==> src/rtl/pattern_detect_param.sv <==
// pattern_detect_param
//   Parametrised serial pattern detector. One bit is accepted per cycle while
//   x_valid is high and compared against a runtime-loadable PAT_W-bit pattern
//   (MSB = first-received bit). Supports overlapping and non-overlapping
//   detection, and keeps a saturating count of matches.
//
// Ports
//   clk        clock, rising edge
//   rst        asynchronous reset, active low
//   x          serial data bit
//   x_valid    x is sampled only when high
//   overlap    1 = overlapping detection, 0 = non-overlapping
//   pat_load   load pat_in into the pattern register (clears history)
//   pat_in     new pattern, MSB first
//   cnt_clr    synchronous clear of match_cnt / cnt_sat (wins over a hit)
//   z          registered single-cycle match pulse
//   match_cnt  saturating match count
//   cnt_sat    sticky, set once match_cnt reaches all-ones
module pattern_detect_param #(
  parameter int unsigned           PAT_W   = 4,
  parameter logic [PAT_W-1:0]      PATTERN = 4'b0110,
  parameter int unsigned           CNT_W   = 8
) (
  input  logic             clk,
  input  logic             rst,
  input  logic             x,
  input  logic             x_valid,
  input  logic             overlap,
  input  logic             pat_load,
  input  logic [PAT_W-1:0] pat_in,
  input  logic             cnt_clr,
  output logic             z,
  output logic [CNT_W-1:0] match_cnt,
  output logic             cnt_sat
);

  localparam int unsigned      FILL_W   = $clog2(PAT_W);
  localparam logic [FILL_W-1:0] FILL_MAX = FILL_W'(PAT_W - 1);

  logic [PAT_W-1:0]  pat;
  logic [PAT_W-1:0]  hist;
  logic [FILL_W-1:0] fill;

  logic [PAT_W-1:0]  candidate;
  logic              full;
  logic              hit;
  logic [CNT_W-1:0]  cnt_inc;

  // fill saturates at PAT_W-1: once that many bits are held, the incoming
  // bit completes a full PAT_W-bit window.
  always_comb begin
    candidate = {hist[PAT_W-2:0], x};
    full      = (fill == FILL_MAX);
    hit       = x_valid && !pat_load && full && (candidate == pat);
    cnt_inc   = match_cnt + CNT_W'(1);
  end

  always_ff @(posedge clk or negedge rst) begin
    if (!rst) begin
      pat  <= PATTERN;
      hist <= '0;
      fill <= '0;
      z    <= 1'b0;
    end else if (pat_load) begin
      pat  <= pat_in;
      hist <= '0;
      fill <= '0;
      z    <= 1'b0;
    end else if (x_valid) begin
      hist <= candidate;
      z    <= hit;
      if (hit && !overlap)
        fill <= '0;
      else if (!full)
        fill <= fill + FILL_W'(1);
    end else begin
      z <= 1'b0;
    end
  end

  always_ff @(posedge clk or negedge rst) begin
    if (!rst) begin
      match_cnt <= '0;
      cnt_sat   <= 1'b0;
    end else if (cnt_clr) begin
      match_cnt <= '0;
      cnt_sat   <= 1'b0;
    end else if (hit && (match_cnt != '1)) begin
      match_cnt <= cnt_inc;
      if (cnt_inc == '1)
        cnt_sat <= 1'b1;
    end
  end

endmodule

==> config.mk <==
export PLATFORM = sky130hd
export DESIGN_NAME = pattern_detect_param
export DESIGN_NICKNAME = d
export VERILOG_FILES = /design/src/rtl/pattern_detect_param.sv
export SDC_FILE = /design/constraint.sdc
export NUM_CORES = 1
export LEC_CHECK = 0
export BUFFER_PORTS_ARGS = -buffer_cell sky130_fd_sc_hd__buf_2
export CORE_UTILIZATION = 30
export CTS_CLUSTER_DIAMETER = 60
export DETAILED_ROUTE_END_ITERATION = 8
export PLACE_DENSITY = 0.57
export SETUP_SLACK_MARGIN = 0.05
export SLEW_MARGIN = 5
export SYNTH_ARGS = -nofsm -noshare
export SYNTH_HDL_FRONTEND = slang
export SYNTH_SLANG_ARGS = --single-unit
==> constraint.sdc <==
create_clock -name clk -period 5.23 [get_ports clk]
set_clock_uncertainty 0.2 [all_clocks]
set_input_delay 0.7845 -clock clk [delete_from_list [all_inputs] [get_ports clk]]
set_output_delay 0.7845 -clock clk [all_outputs]
set_load 0.1 [all_outputs]
==> impl_metrics.xml, run 1 <==
<?xml version="1.0" encoding="UTF-8"?>
<metrics>
  <group name="place">
    <metric name="gp_routability_congestion" unit="">0.770</metric>
    <metric name="port_buffers" unit="">20</metric>
    <metric name="hpwl" unit="mm">1.55</metric>
  </group>
  <group name="power_and_ir_drop">
    <metric name="ir_worst_vdd" unit="V">0.0000933</metric>
    <metric name="pwr_total" unit="uW">264</metric>
    <metric name="pwr_density_cell" unit="nW/um^2">212</metric>
    <metric name="total_leakage_power" unit="nW">0.545</metric>
  </group>
  <group name="synthesis">
    <metric name="synth.ff_latch_count" unit="">19</metric>
    <metric name="synthCells" unit="">108</metric>
    <metric name="synth-seq-area-share" unit="%">44.0</metric>
    <metric name="synth.net_count" unit="">122</metric>
    <metric name="yosys_warnings" unit="">0</metric>
    <metric name="synth.lib_cells_used.distinct" unit="">33</metric>
    <metric name="avgSynthCellArea" unit="um^2">10.1</metric>
    <metric name="synthesis.area" unit="um^2">1090</metric>
  </group>
  <group name="layout">
    <metric name="finalNetCount" unit="">142</metric>
    <metric name="finish.utilization" unit="%">36.6</metric>
    <metric name="syn_to_final_growth" unit="%">14.8</metric>
    <metric name="post_route_cells_drive_above_1_share" unit="%">26.8</metric>
    <metric name="n_antenna_cell" unit="">0</metric>
  </group>
  <group name="drt">
    <metric name="totalWireLength" unit="mm">2.21</metric>
    <metric name="dr_total_vias" unit="">875</metric>
    <metric name="wl_per_cell" unit="um">12.8</metric>
    <metric name="detailedRoute.firstPassIterationCount" unit="">4</metric>
    <metric name="drc" unit="">0</metric>
    <metric name="antenna_violating_nets_post_route" unit="">0</metric>
    <metric name="avgViaCountPerCell" unit="">5.06</metric>
    <metric name="detailedRoute.firstIterationViolations" unit="">17</metric>
  </group>
  <group name="sta">
    <metric name="final.setup.tns" unit="ps">0</metric>
    <metric name="final_setup_vio_count" unit="">0</metric>
    <metric name="max_clock_freq" unit="MHz">428</metric>
    <metric name="post-route-min-period" unit="ps">2340</metric>
    <metric name="period_share" unit="%">44.7</metric>
    <metric name="hold_viol" unit="">0</metric>
    <metric name="worst-slew-pin-transition" unit="ps">639</metric>
    <metric name="timing.max_slew.rel_slack" unit="%">57.3</metric>
    <metric name="setup_repair_after_global_routing_missed_its_margin" unit="">no</metric>
    <metric name="holdWs" unit="ps">213</metric>
    <metric name="timing.final.max_slew_violations" unit="">0</metric>
  </group>
  <group name="setup_path">
    <metric name="timing.critical_path.fanout_max" unit="">15</metric>
    <metric name="kind_of_end_point_of_the_critical_path" unit="">flop</metric>
    <metric name="crit_path_start_kind" unit="">flop</metric>
    <metric name="cp_class" unit="">flop to flop</metric>
    <metric name="critPathArrivalTime" unit="ps">2370</metric>
    <metric name="worst_ep_required_time" unit="ps">5270</metric>
  </group>
  <group name="clock_network">
    <metric name="cts_max_level" unit="">1</metric>
    <metric name="clkSinkCount" unit="">19</metric>
    <metric name="cts.repair_timing.setup_buffer_count" unit="">0</metric>
    <metric name="cts_hold_buf" unit="">0</metric>
    <metric name="clk_transition_reported_paths" unit="ps">120</metric>
    <metric name="clock_path_buffers" unit="">2</metric>
    <metric name="postCtsResizedCells" unit="">0</metric>
    <metric name="clock_tree_from_tritoncts" unit="">built</metric>
    <metric name="clk_root_buffer_cell" unit="">sky130_fd_sc_hd__clkbuf_4</metric>
    <metric name="numCtsBuffers" unit="">3</metric>
    <metric name="worstSkewPairLatency" unit="ps">300</metric>
  </group>
  <group name="outcome">
    <metric name="run_status" unit="">finished clean</metric>
  </group>
  <group name="floorplan">
    <metric name="initial_core_util" unit="%">31.8</metric>
    <metric name="placement_rows" unit="">21</metric>
    <metric name="dieHeight" unit="um">62.2</metric>
    <metric name="core_area" unit="um^2">3420</metric>
    <metric name="fp.dieW" unit="um">62.2</metric>
    <metric name="floorplan.die_area" unit="um^2">3870</metric>
    <metric name="pin_count" unit="">21</metric>
  </group>
  <group name="min_path">
    <metric name="min-delay-path-class" unit="">primary input to async pin</metric>
  </group>
  <group name="global_routing">
    <metric name="grt_antenna_before_repair" unit="">0</metric>
    <metric name="number_of_global_route_vias_before_repair" unit="">787</metric>
    <metric name="grt_max_degree" unit="">20</metric>
    <metric name="grt_pass1_wl" unit="mm">3.58</metric>
    <metric name="grt_overflow" unit="">0</metric>
    <metric name="grt.total_usage" unit="%">11.5</metric>
  </group>
  <group name="job">
    <metric name="max-cap-violations" unit="">0</metric>
  </group>
</metrics>
## state kept, by name, summed over array words and instances (netlist names)
signal	count
z	1
hist	3
cnt_sat	1
pat	4
fill	2
match_cnt	8
## cells in the mapped netlist
cell                         n  area share (%)
sky130_fd_sc_hd__mux2_2      4             4.1
sky130_fd_sc_hd__o311a_1     1            0.92
sky130_fd_sc_hd__a2111oi_2   1             1.4
sky130_fd_sc_hd__or4_1       6             4.1
sky130_fd_sc_hd__xnor2_1     4             3.2
sky130_fd_sc_hd__dfrtp_1    17              39
sky130_fd_sc_hd__a32o_1      1            0.92
sky130_fd_sc_hd__buf_2       2            0.92
sky130_fd_sc_hd__xor2_1      3             2.4
sky130_fd_sc_hd__nand3b_1    1            0.69
sky130_fd_sc_hd__and3_1      1            0.58
sky130_fd_sc_hd__nor2_1      6             2.1
sky130_fd_sc_hd__nand3_1     5             2.3
sky130_fd_sc_hd__o21ai_0     4             1.8
sky130_fd_sc_hd__a211o_1     1            0.81
sky130_fd_sc_hd__mux2i_1     4             3.7
sky130_fd_sc_hd__or2_2       2             1.2
sky130_fd_sc_hd__dfstp_2     2             4.8
sky130_fd_sc_hd__nand2_1     2            0.69
sky130_fd_sc_hd__clkbuf_1    2            0.69
sky130_fd_sc_hd__nand4_2     1             1.2
sky130_fd_sc_hd__inv_1       6             2.1
sky130_fd_sc_hd__nor3_1      2            0.92
sky130_fd_sc_hd__nand2b_1    3             1.7
sky130_fd_sc_hd__clkbuf_2    1            0.46
sky130_fd_sc_hd__o31ai_1     6             4.1
sky130_fd_sc_hd__a41o_1      1            0.92
sky130_fd_sc_hd__or2_1       1            0.58
sky130_fd_sc_hd__a21oi_1     9             4.1
sky130_fd_sc_hd__o22ai_1     2             1.2
sky130_fd_sc_hd__and4_4      1             1.0
sky130_fd_sc_hd__ha_1        3             3.5
sky130_fd_sc_hd__or3_1       3             1.7
## cell families (layout without fill, tap and decap cells)
family | count (synthesis) | in the layout | synth area share (%)
buffers and inverters | 11 | 30 | 4.14
XOR/XNOR | 7 | 7 | 5.64
multiplexers | 8 | 8 | 7.82
flip-flops | 19 | 19 | 44.0
adder cells (fa/ha/maj) | 3 | 3 | 3.45
AO/OA/AOI/OAI | 26 | 26 | 16.2
AND/OR/NAND/NOR | 34 | 34 | 18.8
## final timing paths
kind / depth (start not counted) / to / from / slack (ps)
min in group clk: 1 / cnt_sat / cnt_sat / 320
max in group asynchronous: 1 / pat[2] / rst / 4270
hold reg to reg: 1 / cnt_sat / cnt_sat / 320
setup / recovery: 5 / match_cnt[3] / match_cnt[0] / 2890
setup reg to reg: 5 / match_cnt[3] / match_cnt[0] / 2890
hold / removal: 1 / match_cnt[5] / rst / 210
## power by group
group,internal (mW),switching (mW),leakage (nW)
logic,0.0124,0.0173,0.278
clock network,0.0297,0.0475,0.0150
registers,0.153,0.00409,0.252
total,0.195,0.0689,0.545
## metrics by stage
stage | area, um^2 | setup WS [ps] | instances
finish | 1250 | 2890 | 173
global route | 1250 | 2800 | 173
CTS | 1250 | 2880 | 173
detailed placement | 1220 | 2640 | 169
global placement | 1220 | 2690 | 169
floorplan | 1090 | 2650 | 108
## routing by layer
metal	wire, um	track usage (%)	vias up
met1	1140	16.0	420
li1	-	-	438
met5	0	0	-
met2	980	17.9	15
met4	17	4.36	0
met3	77	2.02	2
## critical path, stage by stage (launching register included)
cell and delay, ps:
sky130_fd_sc_hd__dfrtp_1 470, sky130_fd_sc_hd__ha_1 280, sky130_fd_sc_hd__and4_4 230, sky130_fd_sc_hd__a211o_1 410, sky130_fd_sc_hd__or4_1 520, sky130_fd_sc_hd__a21oi_1 160
## final cells by class
class                      instances  area, um^2
fill                             376        2170
multi-input combinational         78         564
sequential                        19         478
timing repair buffer              20         100
tap                               46        57.6
clock buffer                       4        26.3
inverter                           6        22.5
## cells in the final DEF, fill, tap and decap left out
cell and count:
sky130_fd_sc_hd__o311a_1 1, sky130_fd_sc_hd__xor2_1 3, sky130_fd_sc_hd__and3_1 1, sky130_fd_sc_hd__nor2_1 6
sky130_fd_sc_hd__a32o_1 1, sky130_fd_sc_hd__a41o_1 1, sky130_fd_sc_hd__a211o_1 1, sky130_fd_sc_hd__or3_1 3
sky130_fd_sc_hd__and4_4 1, sky130_fd_sc_hd__nand4_2 1, sky130_fd_sc_hd__nand3_1 5, sky130_fd_sc_hd__o21ai_0 4
sky130_fd_sc_hd__mux2_2 4, sky130_fd_sc_hd__nand2b_1 3, sky130_fd_sc_hd__nand3b_1 1, sky130_fd_sc_hd__inv_1 6
sky130_fd_sc_hd__nor3_1 2, sky130_fd_sc_hd__clkbuf_1 1, sky130_fd_sc_hd__buf_2 20, sky130_fd_sc_hd__or2_2 2
sky130_fd_sc_hd__or2_1 1, sky130_fd_sc_hd__mux2i_1 4, sky130_fd_sc_hd__a2111oi_2 1, sky130_fd_sc_hd__o22ai_1 2
sky130_fd_sc_hd__dfstp_2 2, sky130_fd_sc_hd__or4_1 6, sky130_fd_sc_hd__clkbuf_4 3, sky130_fd_sc_hd__o31ai_1 6
sky130_fd_sc_hd__a21oi_1 9, sky130_fd_sc_hd__ha_1 3, sky130_fd_sc_hd__xnor2_1 4, sky130_fd_sc_hd__dfrtp_1 17
sky130_fd_sc_hd__nand2_1 2
No activity file was read; power rests on OpenSTA's default activity.
==> inputs of run 2 (changes only) <==
--- a/config.mk
+++ b/config.mk
@@ -9,7 +9,7 @@
 export CORE_UTILIZATION = 30
 export CTS_CLUSTER_DIAMETER = 60
 export DETAILED_ROUTE_END_ITERATION = 8
-export PLACE_DENSITY = 0.57
+export PLACE_DENSITY = 0.58
 export SETUP_SLACK_MARGIN = 0.05
 export SLEW_MARGIN = 5
 export SYNTH_ARGS = -nofsm -noshare
==> constraint.sdc (replaced) <==
create_clock -name clk -period 2.1 [get_ports clk]
set_clock_uncertainty 0.2 [all_clocks]
set_input_delay 0.315 -clock clk [delete_from_list [all_inputs] [get_ports clk]]
set_output_delay 0.315 -clock clk [all_outputs]
set_load 0.1 [all_outputs]
==> impl_metrics.xml, run 2 (synthesized netlist as in run 1, its figures left out) <==
<?xml version="1.0" encoding="UTF-8"?>
<metrics>
  <group name="drt">
    <metric name="detailedRoute.firstIterationViolations" unit="">13</metric>
    <metric name="drc" unit="">0</metric>
    <metric name="detailedRoute.firstPassIterationCount" unit="">2</metric>
    <metric name="totalWireLength" unit="mm">2.43</metric>
    <metric name="antenna_violating_nets_post_route" unit="">0</metric>
    <metric name="avgViaCountPerCell" unit="">5.09</metric>
    <metric name="wl_per_cell" unit="um">13.2</metric>
    <metric name="dr_total_vias" unit="">941</metric>
  </group>
  <group name="setup_path">
    <metric name="reg2reg_to" unit="">match_cnt[3]</metric>
    <metric name="critPathArrivalTime" unit="ps">2070</metric>
    <metric name="timing.critical_path.fanout_max" unit="">6</metric>
    <metric name="r2r_start" unit="">match_cnt[1]</metric>
    <metric name="cp_cell_sequence" unit="">ha_4, and4_4, a211o_4, or4_4, a21oi_2</metric>
    <metric name="cp.buffers_inverters" unit="">0</metric>
    <metric name="cp_class" unit="">flop to flop</metric>
    <metric name="worstSetupPathDepth" unit="">5</metric>
    <metric name="kind_of_end_point_of_the_critical_path" unit="">flop</metric>
    <metric name="timing.reg2reg.setup_slack" unit="ps">60</metric>
    <metric name="crit_path_start_kind" unit="">flop</metric>
    <metric name="slowest_stage_cell_on_the_critical_path" unit="">sky130_fd_sc_hd__dfrtp_4</metric>
    <metric name="setup.worst_path.start" unit="">match_cnt[1]</metric>
    <metric name="setup.worst_path.end" unit="">match_cnt[3]</metric>
    <metric name="critPathMaxStageDelay" unit="ps">510</metric>
    <metric name="critical-path-top-delay-family" unit="">simple AND/OR/NAND/NOR gates</metric>
    <metric name="ff2ff_path_depth" unit="">5</metric>
    <metric name="worst_ep_required_time" unit="ps">2140</metric>
  </group>
  <group name="floorplan">
    <metric name="pin_count" unit="">21</metric>
    <metric name="initial_core_util" unit="%">31.8</metric>
    <metric name="core_area" unit="um^2">3420</metric>
    <metric name="placement_rows" unit="">21</metric>
    <metric name="floorplan.die_area" unit="um^2">3870</metric>
    <metric name="dieHeight" unit="um">62.2</metric>
    <metric name="fp.dieW" unit="um">62.2</metric>
  </group>
  <group name="sta">
    <metric name="timing.final.max_slew_violations" unit="">0</metric>
    <metric name="hold_viol" unit="">0</metric>
    <metric name="worst-slew-pin-transition" unit="ps">492</metric>
    <metric name="post-route-min-period" unit="ps">2040</metric>
    <metric name="setup_repair_after_global_routing_missed_its_margin" unit="">yes</metric>
    <metric name="max_clock_freq" unit="MHz">491</metric>
    <metric name="timing.max_slew.rel_slack" unit="%">67.4</metric>
    <metric name="final_setup_vio_count" unit="">0</metric>
    <metric name="period_share" unit="%">97.0</metric>
  </group>
  <group name="place">
    <metric name="gp_routability_congestion" unit="">0.800</metric>
    <metric name="port_buffers" unit="">20</metric>
    <metric name="dpl-instance-area" unit="um^2">1330</metric>
    <metric name="hpwl" unit="mm">1.68</metric>
  </group>
  <group name="power_and_ir_drop">
    <metric name="share_comb_of_total_power" unit="%">13.7</metric>
    <metric name="power_frac_seq" unit="%">57.8</metric>
    <metric name="p_int" unit="uW">497</metric>
    <metric name="clock_power_share" unit="%">28.6</metric>
    <metric name="pwr_density_cell" unit="nW/um^2">477</metric>
    <metric name="switching_share" unit="%">26.6</metric>
    <metric name="netSwitchingPower" unit="uW">180</metric>
    <metric name="total_leakage_power" unit="nW">0.595</metric>
    <metric name="pwr_total" unit="uW">677</metric>
    <metric name="ir_worst_vdd" unit="V">0.000212</metric>
  </group>
  <group name="layout">
    <metric name="layout.cells.most_common" unit="">sky130_fd_sc_hd__buf_2</metric>
    <metric name="layout_common_cells" unit="">20 x sky130_fd_sc_hd__buf_2, 9 x sky130_fd_sc_hd__dfrtp_1, 9 x sky130_fd_sc_hd__buf_4</metric>
    <metric name="postLayoutCellArea" unit="um^2">1420</metric>
    <metric name="post_route_cells_drive_above_1_share" unit="%">43.9</metric>
    <metric name="largest_register_ffs" unit="">8</metric>
    <metric name="syn_to_final_growth" unit="%">30.5</metric>
    <metric name="finalNetCount" unit="">154</metric>
    <metric name="fill_cells" unit="">348</metric>
    <metric name="top_register" unit="">match_cnt</metric>
    <metric name="largest_registers" unit="">match_cnt: 8 flops, pat: 4 flops, hist: 3 flops</metric>
    <metric name="n_antenna_cell" unit="">0</metric>
  </group>
  <group name="global_routing">
    <metric name="grt_overflow" unit="">0</metric>
    <metric name="grt_pass1_wl" unit="mm">4.37</metric>
    <metric name="number_of_global_route_vias_before_repair" unit="">982</metric>
    <metric name="grt_antenna_before_repair" unit="">0</metric>
    <metric name="grt_max_degree" unit="">20</metric>
    <metric name="grt.total_usage" unit="%">14.3</metric>
  </group>
  <group name="job">
    <metric name="max-cap-violations" unit="">0</metric>
  </group>
  <group name="clock_network">
    <metric name="worstSkewPairLatency" unit="ps">300</metric>
    <metric name="clk_root_buffer_cell" unit="">sky130_fd_sc_hd__clkbuf_4</metric>
    <metric name="clock_tree_from_tritoncts" unit="">built</metric>
    <metric name="clock_path_buffers" unit="">2</metric>
    <metric name="clk_transition_reported_paths" unit="ps">120</metric>
    <metric name="cts_max_level" unit="">1</metric>
    <metric name="clkSinkCount" unit="">19</metric>
    <metric name="numCtsBuffers" unit="">3</metric>
  </group>
  <group name="outcome">
    <metric name="run_status" unit="">finished clean</metric>
  </group>
  <group name="min_path">
    <metric name="min-delay-path-class" unit="">primary input to flop</metric>
  </group>
</metrics>
==> run 2: layout make-up <==
type	count	area [um^2]	share of cell area, %
multi-input combinational	79	616	43.4
inverter	6	22.5	1.59
clock buffer	3	22.5	1.59
tap	46	57.6	4.06
sequential	19	498	35.1
clock inverter	1	5.00	0.353
timing repair buffer	31	198	13.9
==> run 2: repair_timing <==
item,in CTS,in global routing
endpoints found under the setup margin,5,7
hold buffers,1,0
cloned,1,0
endpoints found under the hold margin,17,0
gates resized for setup,2,5
setup buffers,1,1
pin swaps,2,1
==> run 2: how the worst min path moves through the flow <==
stage | startpoint | to | slack, ps | cells past startpoint
after global placement | rst | match_cnt[3] | 90 | 1
after CTS | pat_in[0] | pat[0] | 20 | 2
after floorplan | rst | cnt_sat | -180 | 0
final | pat_in[0] | pat[0] | 40 | 2
after global routing | pat_in[0] | pat[0] | 20 | 2
after detailed placement | rst | match_cnt[3] | 90 | 1
==> run 2: metal layers <==
metal  part of all wire (%)  global-route usage (%)  vias up
met5                      0                       0        -
met4                    1.4                    6.98        0
met3                    2.1                    2.57        4
met2                     51                    25.1       11
met1                     46                    16.6      463
li1                       -                       -      463
==> run 2: per-stage QoR <==
step	cells	setup slack, ps	utilization (%)	setup TNS (ps)	hold slack (ps)
3_5_place_dp	177	-8.40	38.9	-8.40	89.8
4_1_cts	184	39.3	40.7	0	24.8
5_1_grt	185	14.4	41.5	0	18.0
2_1_floorplan	108	-104	-	-562	-181
6_report	185	63.5	41.5	0	35.6
3_3_place_gp	177	27.0	38.9	0	87.1
==> run 2: power by group through the flow <==
| stage | clock, mW | sequential (mW) | combinational [mW] |
|---|---|---|---|
| finish | 0.193 | 0.391 | 0.0925 |
| global route | 0.221 | 0.394 | 0.104 |
| CTS | 0.204 | 0.392 | 0.0903 |
| detailed placement | 0 | 0.400 | 0.0868 |
| global placement | 0 | 0.399 | 0.0845 |
| floorplan | 0 | 0.397 | 0.0504 |
==> inputs of run 3 (changes only) <==
--- a/config.mk
+++ b/config.mk
@@ -5,11 +5,13 @@
 export SDC_FILE = /design/constraint.sdc
 export NUM_CORES = 1
 export LEC_CHECK = 0
-export BUFFER_PORTS_ARGS = -buffer_cell sky130_fd_sc_hd__buf_2
-export CORE_UTILIZATION = 30
+export CELL_PAD_IN_SITES_DETAIL_PLACEMENT = 1
+export CELL_PAD_IN_SITES_GLOBAL_PLACEMENT = 1
+export CORE_UTILIZATION = 42
 export CTS_CLUSTER_DIAMETER = 60
 export DETAILED_ROUTE_END_ITERATION = 8
-export PLACE_DENSITY = 0.58
+export DONT_BUFFER_PORTS = 1
+export PLACE_DENSITY = 0.8
 export SETUP_SLACK_MARGIN = 0.05
 export SLEW_MARGIN = 5
 export SYNTH_ARGS = -nofsm -noshare
==> impl_metrics.xml, run 3 (synthesized netlist as in run 1, its figures left out) <==
<?xml version="1.0" encoding="UTF-8"?>
<metrics>
  <group name="sta">
    <metric name="setup_repair_after_global_routing_missed_its_margin" unit="">yes</metric>
    <metric name="hold_viol" unit="">7</metric>
    <metric name="timing.max_slew.rel_slack" unit="%">37.7</metric>
    <metric name="holdWs" unit="ps">-154</metric>
    <metric name="worst-slew-pin-transition" unit="ps">932</metric>
    <metric name="max_clock_freq" unit="MHz">486</metric>
    <metric name="period_share" unit="%">98.1</metric>
    <metric name="final_setup_vio_count" unit="">0</metric>
    <metric name="post-route-min-period" unit="ps">2060</metric>
    <metric name="timing.final.max_slew_violations" unit="">0</metric>
  </group>
  <group name="global_routing">
    <metric name="global_route_track_usage_on_met2" unit="%">38.8</metric>
    <metric name="top_usage_layer" unit="">met2</metric>
    <metric name="grt_pass1_wl" unit="mm">4.55</metric>
    <metric name="number_of_global_route_vias_before_repair" unit="">954</metric>
    <metric name="grt_util_met3" unit="%">4.60</metric>
    <metric name="grt.total_usage" unit="%">23.1</metric>
    <metric name="m1_gr_usage" unit="%">29.6</metric>
    <metric name="grt_antenna_before_repair" unit="">0</metric>
    <metric name="grt_max_degree" unit="">20</metric>
    <metric name="grt_overflow" unit="">0</metric>
  </group>
  <group name="setup_path">
    <metric name="cp_cell_sequence" unit="">ha_4, and4_4, a211o_4, or4_1, a21oi_2</metric>
    <metric name="worst_ep_required_time" unit="ps">2130</metric>
    <metric name="kind_of_end_point_of_the_critical_path" unit="">flop</metric>
    <metric name="cp.buffers_inverters" unit="">0</metric>
    <metric name="timing.critical_path.fanout_max" unit="">7</metric>
    <metric name="critPathArrivalTime" unit="ps">2090</metric>
    <metric name="crit_path_start_kind" unit="">flop</metric>
    <metric name="cp_class" unit="">flop to flop</metric>
    <metric name="critPathMaxStageDelay" unit="ps">510</metric>
    <metric name="critical-path-top-delay-family" unit="">simple AND/OR/NAND/NOR gates</metric>
    <metric name="slowest_stage_cell_on_the_critical_path" unit="">sky130_fd_sc_hd__dfrtp_4</metric>
  </group>
  <group name="floorplan">
    <metric name="pin_count" unit="">21</metric>
    <metric name="dieHeight" unit="um">52.9</metric>
    <metric name="fp.dieW" unit="um">52.9</metric>
    <metric name="placement_rows" unit="">18</metric>
    <metric name="initial_core_util" unit="%">44.3</metric>
    <metric name="floorplan.die_area" unit="um^2">2800</metric>
    <metric name="core_area" unit="um^2">2450</metric>
  </group>
  <group name="drt">
    <metric name="dr_total_vias" unit="">931</metric>
    <metric name="antenna_violating_nets_post_route" unit="">0</metric>
    <metric name="detailedRoute.firstPassIterationCount" unit="">4</metric>
    <metric name="totalWireLength" unit="mm">2.93</metric>
    <metric name="avgViaCountPerCell" unit="">5.75</metric>
    <metric name="detailedRoute.firstIterationViolations" unit="">10</metric>
    <metric name="drc" unit="">0</metric>
    <metric name="wl_per_cell" unit="um">18.1</metric>
  </group>
  <group name="clock_network">
    <metric name="numCtsBuffers" unit="">3</metric>
    <metric name="clk_root_buffer_cell" unit="">sky130_fd_sc_hd__clkbuf_4</metric>
    <metric name="clkSinkCount" unit="">19</metric>
    <metric name="cts_hold_buf" unit="">8</metric>
    <metric name="clock_path_buffers" unit="">2</metric>
    <metric name="clk_transition_reported_paths" unit="ps">120</metric>
    <metric name="worstSkewPairLatency" unit="ps">300</metric>
    <metric name="clock_tree_from_tritoncts" unit="">built</metric>
    <metric name="cts_max_level" unit="">1</metric>
  </group>
  <group name="outcome">
    <metric name="run_status" unit="">finished with violations</metric>
    <metric name="violations_in_the_final_reports" unit="">negative hold slack</metric>
  </group>
  <group name="layout">
    <metric name="fill_cells" unit="">267</metric>
    <metric name="layout_common_cells" unit="">14 x sky130_fd_sc_hd__buf_4, 9 x sky130_fd_sc_hd__dfrtp_1, 8 x sky130_fd_sc_hd__dlygate4sd3_1</metric>
    <metric name="largest_register_ffs" unit="">8</metric>
    <metric name="finalNetCount" unit="">147</metric>
    <metric name="multi_input_comb_area" unit="um^2">648</metric>
    <metric name="top_register" unit="">match_cnt</metric>
    <metric name="layout.cells.most_common" unit="">sky130_fd_sc_hd__buf_4</metric>
    <metric name="finalNonFillerCells" unit="">162</metric>
    <metric name="post_route_cells_drive_above_1_share" unit="%">39.4</metric>
    <metric name="largest_registers" unit="">match_cnt: 8 flops, pat: 4 flops, hist: 3 flops</metric>
    <metric name="n_antenna_cell" unit="">0</metric>
    <metric name="register_area" unit="um^2">498</metric>
    <metric name="syn_to_final_growth" unit="%">33.4</metric>
  </group>
  <group name="power_and_ir_drop">
    <metric name="pwr_total" unit="uW">663</metric>
    <metric name="total_leakage_power" unit="nW">0.565</metric>
    <metric name="pwr_density_cell" unit="nW/um^2">457</metric>
    <metric name="ir_worst_vdd" unit="V">0.000430</metric>
  </group>
  <group name="place">
    <metric name="gp_routability_congestion" unit="">0.740</metric>
    <metric name="post-place-cells" unit="">148</metric>
    <metric name="port_buffers" unit="">0</metric>
    <metric name="hpwl" unit="mm">1.93</metric>
  </group>
  <group name="job">
    <metric name="max-cap-violations" unit="">0</metric>
  </group>
  <group name="min_path">
    <metric name="min-delay-path-class" unit="">primary input to flop</metric>
  </group>
</metrics>
[run 3: cell count changes in the layout (fill, tap and decap cells not counted), sizes merged]
cell	change
buf	-14
dlygate4sd3	+7
[run 3: per-layer routing]
metal,up-vias,part of all wire (%)
met5,-,0
met4,0,0.34
met3,2,3.8
met2,20,52
met1,460,44
li1,449,-
[run 3: final timing paths]
| path | startpoint | end | slack (ps) | depth (start not counted) |
|---|---|---|---|---|
| setup / recovery | match_cnt[0] | match_cnt[2] | 40 | 5 |
| hold / removal | cnt_clr | match_cnt[7] | -150 | 1 |
| setup reg to reg | match_cnt[0] | match_cnt[2] | 40 | 5 |
| hold reg to reg | pat[0] | pat[0] | 360 | 1 |
| max in group asynchronous | rst | match_cnt[3] | 640 | 1 |
| min in group asynchronous | rst | match_cnt[7] | 390 | 1 |
[run 3: where the power goes]
group / total, mW / switching, mW / leakage, nW / internal (mW)
registers: 0.392 / 0.0105 / 0.237 / 0.382
logic: 0.0828 / 0.0433 / 0.311 / 0.0395
clock network: 0.188 / 0.117 / 0.0177 / 0.0708
[run 3: what timing repair did]
item | 4_1_cts | 5_1_grt
endpoints found under the hold margin | 34 | 7
endpoints found under the setup margin | 8 | 7
cloned | 1 | 0
resized for setup | 3 | 14
pin swaps | 1 | 2
buffers inserted | 1 | 0
[run 3: final cells by class]
| type | instances | area share (%) |
|---|---|---|
| inverter | 6 | 1.55 |
| timing repair buffer | 24 | 14.9 |
| clock buffer | 3 | 1.55 |
| sequential | 19 | 34.3 |
| clock inverter | 1 | 0.345 |
| multi-input combinational | 79 | 44.7 |
| tap | 30 | 2.59 |
[run 3: stage by stage]
| step | TNS [ps] | worst slack [ps] | cell area, um^2 | hold WS [ps] | utilization (%) |
|---|---|---|---|---|---|
| finish | 0 | 40.7 | 1450 | -154 | 59.1 |
| detailed placement | -32.5 | -24.1 | 1250 | -180 | 50.8 |
| global placement | 0 | 23.3 | 1250 | -180 | 50.8 |
| floorplan | -562 | -104 | 1130 | -181 | - |
| global route | 0 | 5.18 | 1450 | -171 | 59.1 |
| CTS | 0 | 50.7 | 1390 | -157 | 56.4 |
